[config.mk]
export PLATFORM = sky130hd
export DESIGN_NAME = mem_bus_arbiter_flat
export DESIGN_NICKNAME = d
export VERILOG_FILES = /design/src/rtl/mem_bus_arbiter_pkg.sv /design/src/rtl/mem_bus_arbiter_if.sv /design/src/rtl/mem_bus_arbiter_prio.sv /design/src/rtl/mem_bus_arbiter.sv /design/src/flat_wrapper.sv
export SDC_FILE = /design/constraint.sdc
export NUM_CORES = 1
export LEC_CHECK = 0
export ABC_AREA = 0
export CAP_MARGIN = 5
export CORE_ASPECT_RATIO = 2
export CORE_MARGIN = 8
export CORE_UTILIZATION = 46
export DETAILED_ROUTE_END_ITERATION = 6
export DONT_BUFFER_PORTS = 1
export SLEW_MARGIN = 20
export SYNTH_ARGS = -nofsm -noshare
export SYNTH_HDL_FRONTEND = slang
export SYNTH_SLANG_ARGS = --single-unit
[constraint.sdc]
create_clock -name sysclk -period 2 [get_ports sysclk]
set_clock_uncertainty 0.1 [all_clocks]
set_input_delay 0.4 -clock sysclk [delete_from_list [all_inputs] [get_ports sysclk]]
set_output_delay 0.4 -clock sysclk [all_outputs]
set_load 0.05 [all_outputs]
[src/rtl/mem_bus_arbiter_pkg.sv]
// rtl/mem_bus_arbiter_pkg.sv - shared types and width defaults for the memory bus arbiter
package mem_arb_pkg;

    localparam int DEF_ADDR_W     = 32;
    localparam int DEF_DATA_W     = 32;
    localparam int DEF_WAIT_CYC   = 2;
    localparam int DEF_STARVE_MAX = 4;

    typedef enum logic [1:0] {
        ST_IDLE   = 2'd0,
        ST_ACCESS = 2'd1,
        ST_DONE   = 2'd2
    } state_e;

    typedef enum logic {
        OWN_IF = 1'b0,
        OWN_DM = 1'b1
    } owner_e;

    // Counter width able to hold values 0..n-1, never narrower than one bit.
    function automatic int cnt_w(input int n);
        return (n > 1) ? $clog2(n) : 1;
    endfunction

endpackage

[src/rtl/mem_bus_arbiter_if.sv]
// rtl/mem_bus_arbiter_if.sv - pipeline fetch/data ports and memory bus bundled for the arbiter
interface mem_bus_arbiter_if
    import mem_arb_pkg::*;
#(
    parameter int ADDR_W = DEF_ADDR_W,
    parameter int DATA_W = DEF_DATA_W
);
    logic              if_req;
    logic [ADDR_W-1:0] if_addr;
    logic [DATA_W-1:0] if_rdata;
    logic              if_ack;
    logic              dm_req;
    logic              dm_we;
    logic [ADDR_W-1:0] dm_addr;
    logic [DATA_W-1:0] dm_wdata;
    logic [DATA_W-1:0] dm_rdata;
    logic              dm_ack;
    logic              stall_if;
    logic              stall_mem;
    logic [ADDR_W-1:0] MemBus_Address;
    logic [DATA_W-1:0] MemBus_Write_Data;
    logic              MemRead;
    logic              MemWrite;
    logic [DATA_W-1:0] Device_Read_Data;

    // Arbiter side.
    modport slave (
        input  if_req, if_addr, dm_req, dm_we, dm_addr, dm_wdata, Device_Read_Data,
        output if_rdata, if_ack, dm_rdata, dm_ack, stall_if, stall_mem,
        output MemBus_Address, MemBus_Write_Data, MemRead, MemWrite
    );

    // Pipeline plus memory side.
    modport master (
        output if_req, if_addr, dm_req, dm_we, dm_addr, dm_wdata, Device_Read_Data,
        input  if_rdata, if_ack, dm_rdata, dm_ack, stall_if, stall_mem,
        input  MemBus_Address, MemBus_Write_Data, MemRead, MemWrite
    );

endinterface

[src/rtl/mem_bus_arbiter_prio.sv]
// rtl/mem_bus_arbiter_prio.sv - DM-over-IF grant selection with starvation override
module mem_arb_prio
    import mem_arb_pkg::*;
#(
    parameter int STARVE_MAX = DEF_STARVE_MAX
) (
    input  logic   clk,
    input  logic   rst_n,
    input  logic   arb_en,
    input  logic   if_req,
    input  logic   dm_req,
    output owner_e grant
);
    localparam int SW = cnt_w(STARVE_MAX + 1);
    localparam logic [SW-1:0] SMAX = SW'(STARVE_MAX);

    logic [SW-1:0] starve_cnt;
    logic          if_force;

    always_comb begin
        if_force = if_req && (starve_cnt == SMAX);
        grant    = OWN_IF;
        if (dm_req && !if_force) begin
            grant = OWN_DM;
        end
    end

    // Only an actual arbitration (IDLE with a request) moves the starvation count.
    always_ff @(posedge clk or negedge rst_n) begin
        if (!rst_n) begin
            starve_cnt <= '0;
        end else if (arb_en) begin
            if (grant == OWN_IF) begin
                starve_cnt <= '0;
            end else if (if_req && starve_cnt != SMAX) begin
                starve_cnt <= starve_cnt + 1'b1;
            end
        end
    end

endmodule

[src/rtl/mem_bus_arbiter.sv]
// rtl/mem_bus_arbiter.sv - shares one multi-cycle memory bus between fetch and load/store ports
// Optional stall cycle counters are built when MEMARB_PERF_CNT_EN is defined.
module mem_bus_arbiter
    import mem_arb_pkg::*;
#(
    parameter int ADDR_W     = DEF_ADDR_W,
    parameter int DATA_W     = DEF_DATA_W,
    parameter int WAIT_CYC   = DEF_WAIT_CYC,
    parameter int STARVE_MAX = DEF_STARVE_MAX
) (
    input  logic                  sysclk,
    input  logic                  reset,
    mem_bus_arbiter_if.slave      bus
`ifdef MEMARB_PERF_CNT_EN
    ,
    output logic [31:0]           perf_if_stall_cnt,
    output logic [31:0]           perf_dm_stall_cnt
`endif
);
    localparam int CW = cnt_w(WAIT_CYC);
    localparam logic [CW-1:0] WAIT_LOAD = CW'(WAIT_CYC - 1);

    state_e            state, state_n;
    owner_e            owner, grant;
    logic              we_q;
    logic [CW-1:0]     wait_cnt;
    logic [ADDR_W-1:0] addr_q;
    logic [DATA_W-1:0] wdata_q;
    logic [DATA_W-1:0] if_rdata_q;
    logic [DATA_W-1:0] dm_rdata_q;
    logic              start;
    logic              finish;
    logic              if_ack_w;
    logic              dm_ack_w;
    logic              stall_if_w;
    logic              stall_mem_w;

    mem_arb_prio #(.STARVE_MAX(STARVE_MAX)) u_prio (
        .clk    (sysclk),
        .rst_n  (reset),
        .arb_en (start),
        .if_req (bus.if_req),
        .dm_req (bus.dm_req),
        .grant  (grant)
    );

    always_ff @(posedge sysclk or negedge reset) begin
        if (!reset) begin
            state <= ST_IDLE;
        end else begin
            state <= state_n;
        end
    end

    // DONE always returns to IDLE without arbitrating, leaving one bubble between accesses.
    always_comb begin
        state_n = state;
        start   = 1'b0;
        finish  = 1'b0;
        case (state)
            ST_IDLE: begin
                if (bus.if_req || bus.dm_req) begin
                    start   = 1'b1;
                    state_n = ST_ACCESS;
                end
            end
            ST_ACCESS: begin
                if (wait_cnt == '0) begin
                    finish  = 1'b1;
                    state_n = ST_DONE;
                end
            end
            ST_DONE: state_n = ST_IDLE;
            default: state_n = ST_IDLE;
        endcase
    end

    always_ff @(posedge sysclk or negedge reset) begin
        if (!reset) begin
            owner      <= OWN_IF;
            we_q       <= 1'b0;
            wait_cnt   <= '0;
            addr_q     <= '0;
            wdata_q    <= '0;
            if_rdata_q <= '0;
            dm_rdata_q <= '0;
        end else begin
            if (start) begin
                owner    <= grant;
                wait_cnt <= WAIT_LOAD;
                if (grant == OWN_DM) begin
                    we_q    <= bus.dm_we;
                    addr_q  <= bus.dm_addr;
                    wdata_q <= bus.dm_wdata;
                end else begin
                    we_q    <= 1'b0;
                    addr_q  <= bus.if_addr;
                    wdata_q <= '0;
                end
            end else if (state == ST_ACCESS && wait_cnt != '0) begin
                wait_cnt <= wait_cnt - 1'b1;
            end
            if (finish && !we_q) begin
                if (owner == OWN_DM) begin
                    dm_rdata_q <= bus.Device_Read_Data;
                end else begin
                    if_rdata_q <= bus.Device_Read_Data;
                end
            end
        end
    end

    assign if_ack_w    = (state == ST_DONE) && (owner == OWN_IF);
    assign dm_ack_w    = (state == ST_DONE) && (owner == OWN_DM);
    assign stall_if_w  = bus.if_req & ~if_ack_w;
    assign stall_mem_w = bus.dm_req & ~dm_ack_w;

    assign bus.if_ack            = if_ack_w;
    assign bus.dm_ack            = dm_ack_w;
    assign bus.stall_if          = stall_if_w;
    assign bus.stall_mem         = stall_mem_w;
    assign bus.if_rdata          = if_rdata_q;
    assign bus.dm_rdata          = dm_rdata_q;
    assign bus.MemBus_Address    = addr_q;
    assign bus.MemBus_Write_Data = wdata_q;
    assign bus.MemRead           = (state == ST_ACCESS) && !we_q;
    assign bus.MemWrite          = (state == ST_ACCESS) && we_q;

`ifdef MEMARB_PERF_CNT_EN
    always_ff @(posedge sysclk or negedge reset) begin
        if (!reset) begin
            perf_if_stall_cnt <= '0;
            perf_dm_stall_cnt <= '0;
        end else begin
            if (stall_if_w && perf_if_stall_cnt != '1) begin
                perf_if_stall_cnt <= perf_if_stall_cnt + 1'b1;
            end
            if (stall_mem_w && perf_dm_stall_cnt != '1) begin
                perf_dm_stall_cnt <= perf_dm_stall_cnt + 1'b1;
            end
        end
    end
`endif

endmodule

[src/flat_wrapper.sv]
// flat-port wrapper written by rule: the top's interface ports become plain ports
module mem_bus_arbiter_flat import mem_arb_pkg::*;
#(
    parameter int ADDR_W     = DEF_ADDR_W,
    parameter int DATA_W     = DEF_DATA_W,
    parameter int WAIT_CYC   = DEF_WAIT_CYC,
    parameter int STARVE_MAX = DEF_STARVE_MAX
)
  (sysclk, reset, bus_if_req, bus_if_addr, bus_dm_req, bus_dm_we, bus_dm_addr, bus_dm_wdata, bus_Device_Read_Data, bus_if_rdata, bus_if_ack, bus_dm_rdata, bus_dm_ack, bus_stall_if, bus_stall_mem, bus_MemBus_Address, bus_MemBus_Write_Data, bus_MemRead, bus_MemWrite);
  mem_bus_arbiter_if #(.ADDR_W(ADDR_W), .DATA_W(DATA_W)) bus_i ();
  input  logic sysclk;
  input  logic reset;
  input wire logic [$bits(bus_i.if_req)-1:0] bus_if_req;
  input wire logic [$bits(bus_i.if_addr)-1:0] bus_if_addr;
  input wire logic [$bits(bus_i.dm_req)-1:0] bus_dm_req;
  input wire logic [$bits(bus_i.dm_we)-1:0] bus_dm_we;
  input wire logic [$bits(bus_i.dm_addr)-1:0] bus_dm_addr;
  input wire logic [$bits(bus_i.dm_wdata)-1:0] bus_dm_wdata;
  input wire logic [$bits(bus_i.Device_Read_Data)-1:0] bus_Device_Read_Data;
  output wire logic [$bits(bus_i.if_rdata)-1:0] bus_if_rdata;
  output wire logic [$bits(bus_i.if_ack)-1:0] bus_if_ack;
  output wire logic [$bits(bus_i.dm_rdata)-1:0] bus_dm_rdata;
  output wire logic [$bits(bus_i.dm_ack)-1:0] bus_dm_ack;
  output wire logic [$bits(bus_i.stall_if)-1:0] bus_stall_if;
  output wire logic [$bits(bus_i.stall_mem)-1:0] bus_stall_mem;
  output wire logic [$bits(bus_i.MemBus_Address)-1:0] bus_MemBus_Address;
  output wire logic [$bits(bus_i.MemBus_Write_Data)-1:0] bus_MemBus_Write_Data;
  output wire logic [$bits(bus_i.MemRead)-1:0] bus_MemRead;
  output wire logic [$bits(bus_i.MemWrite)-1:0] bus_MemWrite;
  assign bus_i.if_req = bus_if_req;
  assign bus_i.if_addr = bus_if_addr;
  assign bus_i.dm_req = bus_dm_req;
  assign bus_i.dm_we = bus_dm_we;
  assign bus_i.dm_addr = bus_dm_addr;
  assign bus_i.dm_wdata = bus_dm_wdata;
  assign bus_i.Device_Read_Data = bus_Device_Read_Data;
  assign bus_if_rdata = bus_i.if_rdata;
  assign bus_if_ack = bus_i.if_ack;
  assign bus_dm_rdata = bus_i.dm_rdata;
  assign bus_dm_ack = bus_i.dm_ack;
  assign bus_stall_if = bus_i.stall_if;
  assign bus_stall_mem = bus_i.stall_mem;
  assign bus_MemBus_Address = bus_i.MemBus_Address;
  assign bus_MemBus_Write_Data = bus_i.MemBus_Write_Data;
  assign bus_MemRead = bus_i.MemRead;
  assign bus_MemWrite = bus_i.MemWrite;
  mem_bus_arbiter #(.ADDR_W(ADDR_W), .DATA_W(DATA_W), .WAIT_CYC(WAIT_CYC), .STARVE_MAX(STARVE_MAX)) u_core (.sysclk(sysclk), .reset(reset), .bus(bus_i));
endmodule
==> summary.txt <==
drt wl/cell -> 25.5 um
Post-Syn Area -> 5880 um2
Worst Reg2Reg Path Length in Cells -> 4
first-pass GRT wire length -> 22600 um
Final Hold Violating Endpoints -> 136
final non-filler cell total -> 604
Total GRT Usage -> 0.177
most frequent cell after synthesis -> dfrtp_1
Clk pin slew, worst setup/hold paths -> 0.06 ns
Final setup viols -> 0
largest net degree at the start of global routing -> 137
Hold Buf Count CTS -> 2
I/O Buffers -> 0
ant diodes -> 0
syn avg cell area -> 13.4 um2
num ports -> 267
max cap viols -> 0
total CTS buffers -> 17
YS warnings -> 0
Post-synth top flop -> dfrtp_1
cell count after synthesis -> 438
core area -> 12600 um2
Synth area leader -> dfrtp_1
fin. max-slew vios -> 0
FP Rows -> 58
hpwl dp -> 11300 um
DRC Markers -> 0
placer congestion estimate -> 0.749
Synth top cells by count -> dfrtp_1, mux2_2, inv_1
Worst Tran Pin Value -> 0.558 ns
placed cell count -> 567
hold slack -> -0.416 ns
CTS tree -> yes
fin nets -> 576
Worst Hold Class -> in -> async
share of cells above drive strength 1 -> 0.346
R2R Path Start -> u_core.state[1]$_DFFE_PN0P_
slew margin rel. -> 0.628
Root Buffer -> clkbuf_16
H-tree depth -> 4
Die Wd -> 95.9 um
CP Launch Type -> flop
R2R setup slack -> 0.31 ns
sequential share of the synthesized area -> 0.579
clock tree buffer depth -> 2
ys async rst share -> 1.00
reg-to-reg critical path endpoint -> u_core.bus.if_rdata[17]$_DFFE_PN0P_
top cells by area, synth -> dfrtp_1, mux2_2, o221ai_2, a22o_1, nand4_1
Tmin final -> 1.92 ns
Synth Register Bits -> 136
post-synth top area share -> 0.579
Clock Sink Count -> 136
starting density of the core -> 0.468
TritonRoute pass-1 iters -> 4
vias in the first global route -> 3946
crit share post-route -> 0.962
CP required -> 1.50 ns
Initial DRC Count -> 172
unrepaired setup endpoints after global routing -> no
Final Core Density -> 0.531
setup TNS -> 0 ns
status -> complete, but fails checks
via total after detailed routing -> 3662
CP Capture Type -> primary output
Netlist cell types -> 32
Post-DRT Antenna Nets -> 0
Post-synth EDFFs -> 0
Max Fanout on Critical Path -> 5
Fmax -> 0.520 GHz
die span in y -> 176 um
die area -> 16900 um2
Via density -> 6.06
Clock Latency Late Sink -> 0.40 ns
gr ovfl total -> 0
failing checks -> negative hold slack
syn_nets -> 573
Worst EP arrival -> 1.42 ns
Area growth syn-to-layout -> 13.5%
Post-Route WL -> 15400 um
initial antenna violation count -> 0
WS Path Type -> reg -> out
worst max-delay path: stages, from the launching register on:
cell and delay [ns]:
dfrtp_2 0.45, and3b_2 0.27, nor2b_2 0.11, buf_4 0.19
routing by layer:
| layer | track usage | vias to the layer above | part of all wire |
|---|---|---|---|
| li1 | - | 1629 | - |
| met1 | 0.181 | 1818 | 0.32 |
| met3 | 0.0731 | 32 | 0.10 |
| met5 | 0 | - | 0 |
| met2 | 0.297 | 183 | 0.54 |
| met4 | 0.0930 | 0 | 0.036 |
what timing repair did:
action / CTS / global route
resized for setup: 2 / 1
setup buffers: 0 / 2
hold endpoints to repair: 138 / 136
gates cloned: 0 / 1
endpoints found under the setup margin: 1 / 26
cell type report:
type                       instances  area, um2
clock inverter                    15        159
tap                              150        188
fill                            1067       5880
inverter                          37        139
sequential                       136       3410
multi-input combinational        227       2140
clock buffer                      17        425
timing repair buffer              22        220
worst max path at each step:
stage | endpoint | slack [ns] | from
2_1_floorplan | bus_stall_if | 0.13 | u_core.owner$_DFFE_PN0P_
3_3_place_gp | u_core.bus.dm_rdata[21]$_DFFE_PN0P_ | 0.13 | u_core.state[0]$_DFFE_PN0P_
3_5_place_dp | u_core.bus.dm_rdata[9]$_DFFE_PN0P_ | 0.07 | u_core.state[1]$_DFFE_PN0P_
4_1_cts | bus_stall_mem | 0.02 | u_core.owner$_DFFE_PN0P_
5_1_grt | bus_stall_mem | 0.03 | u_core.state[1]$_DFFE_PN0P_
6_report | bus_stall_mem | 0.08 | u_core.state[0]$_DFFE_PN0P_
kinds of logic (layout without fill, tap and decap cells):
kind of cell               count (synthesis)  in the layout  synth area share
AOI/OAI and AO/OA                         70             70             0.134
adders and majority gates                  2              2           0.00426
buffers and inverters                     76             91            0.0658
DFF                                      136            136             0.579
muxes                                     64             64             0.123
and+or+nand+nor                           90             91            0.0941
placed cells by master, fill, tap and decap left out, types with 2 or more instances in the layout:
cell type	count
ha_1	2
and2_2	2
dlygate4sd3_1	2
o221ai_2	30
inv_1	37
clkinvlp_4	2
nor2b_1	2
nand4b_4	2
o21ai_0	3
clkbuf_16	17
mux2_2	62
o221ai_1	2
nand4_1	33
inv_6	6
nand2_1	5
buf_4	16
dfrtp_1	134
buf_12	4
dfrtp_2	2
nor2_1	3
clkinv_4	2
inv_8	2
a22o_1	33
nand3_1	33
mux2_1	2
sequential cells by signal, indices dropped and copies added (netlist names):
register                      count
u_core.wait_cnt                   1
u_core.bus.dm_rdata              32
u_core.we_q                       1
u_core.bus.MemBus_Write_Data     32
u_core.bus.if_rdata              32
u_core.state                      2
u_core.bus.MemBus_Address        32
u_core.owner                      1
u_core.u_prio.starve_cnt          3
per-stage QoR:
stage,instance area [um2],hold WS (ns),setup slack [ns]
after global placement,6030,0.00846,0.133
final,6670,-0.416,0.0763
after CTS,6630,-0.439,0.0203
after global routing,6670,-0.444,0.0257
after detailed placement,6030,0.00891,0.0715
after floorplan,5890,0.00441,0.134
Power is left out: the tool's default activity adds up to more than one toggle a clock period on the data nets, which glitch-free logic cannot reach.
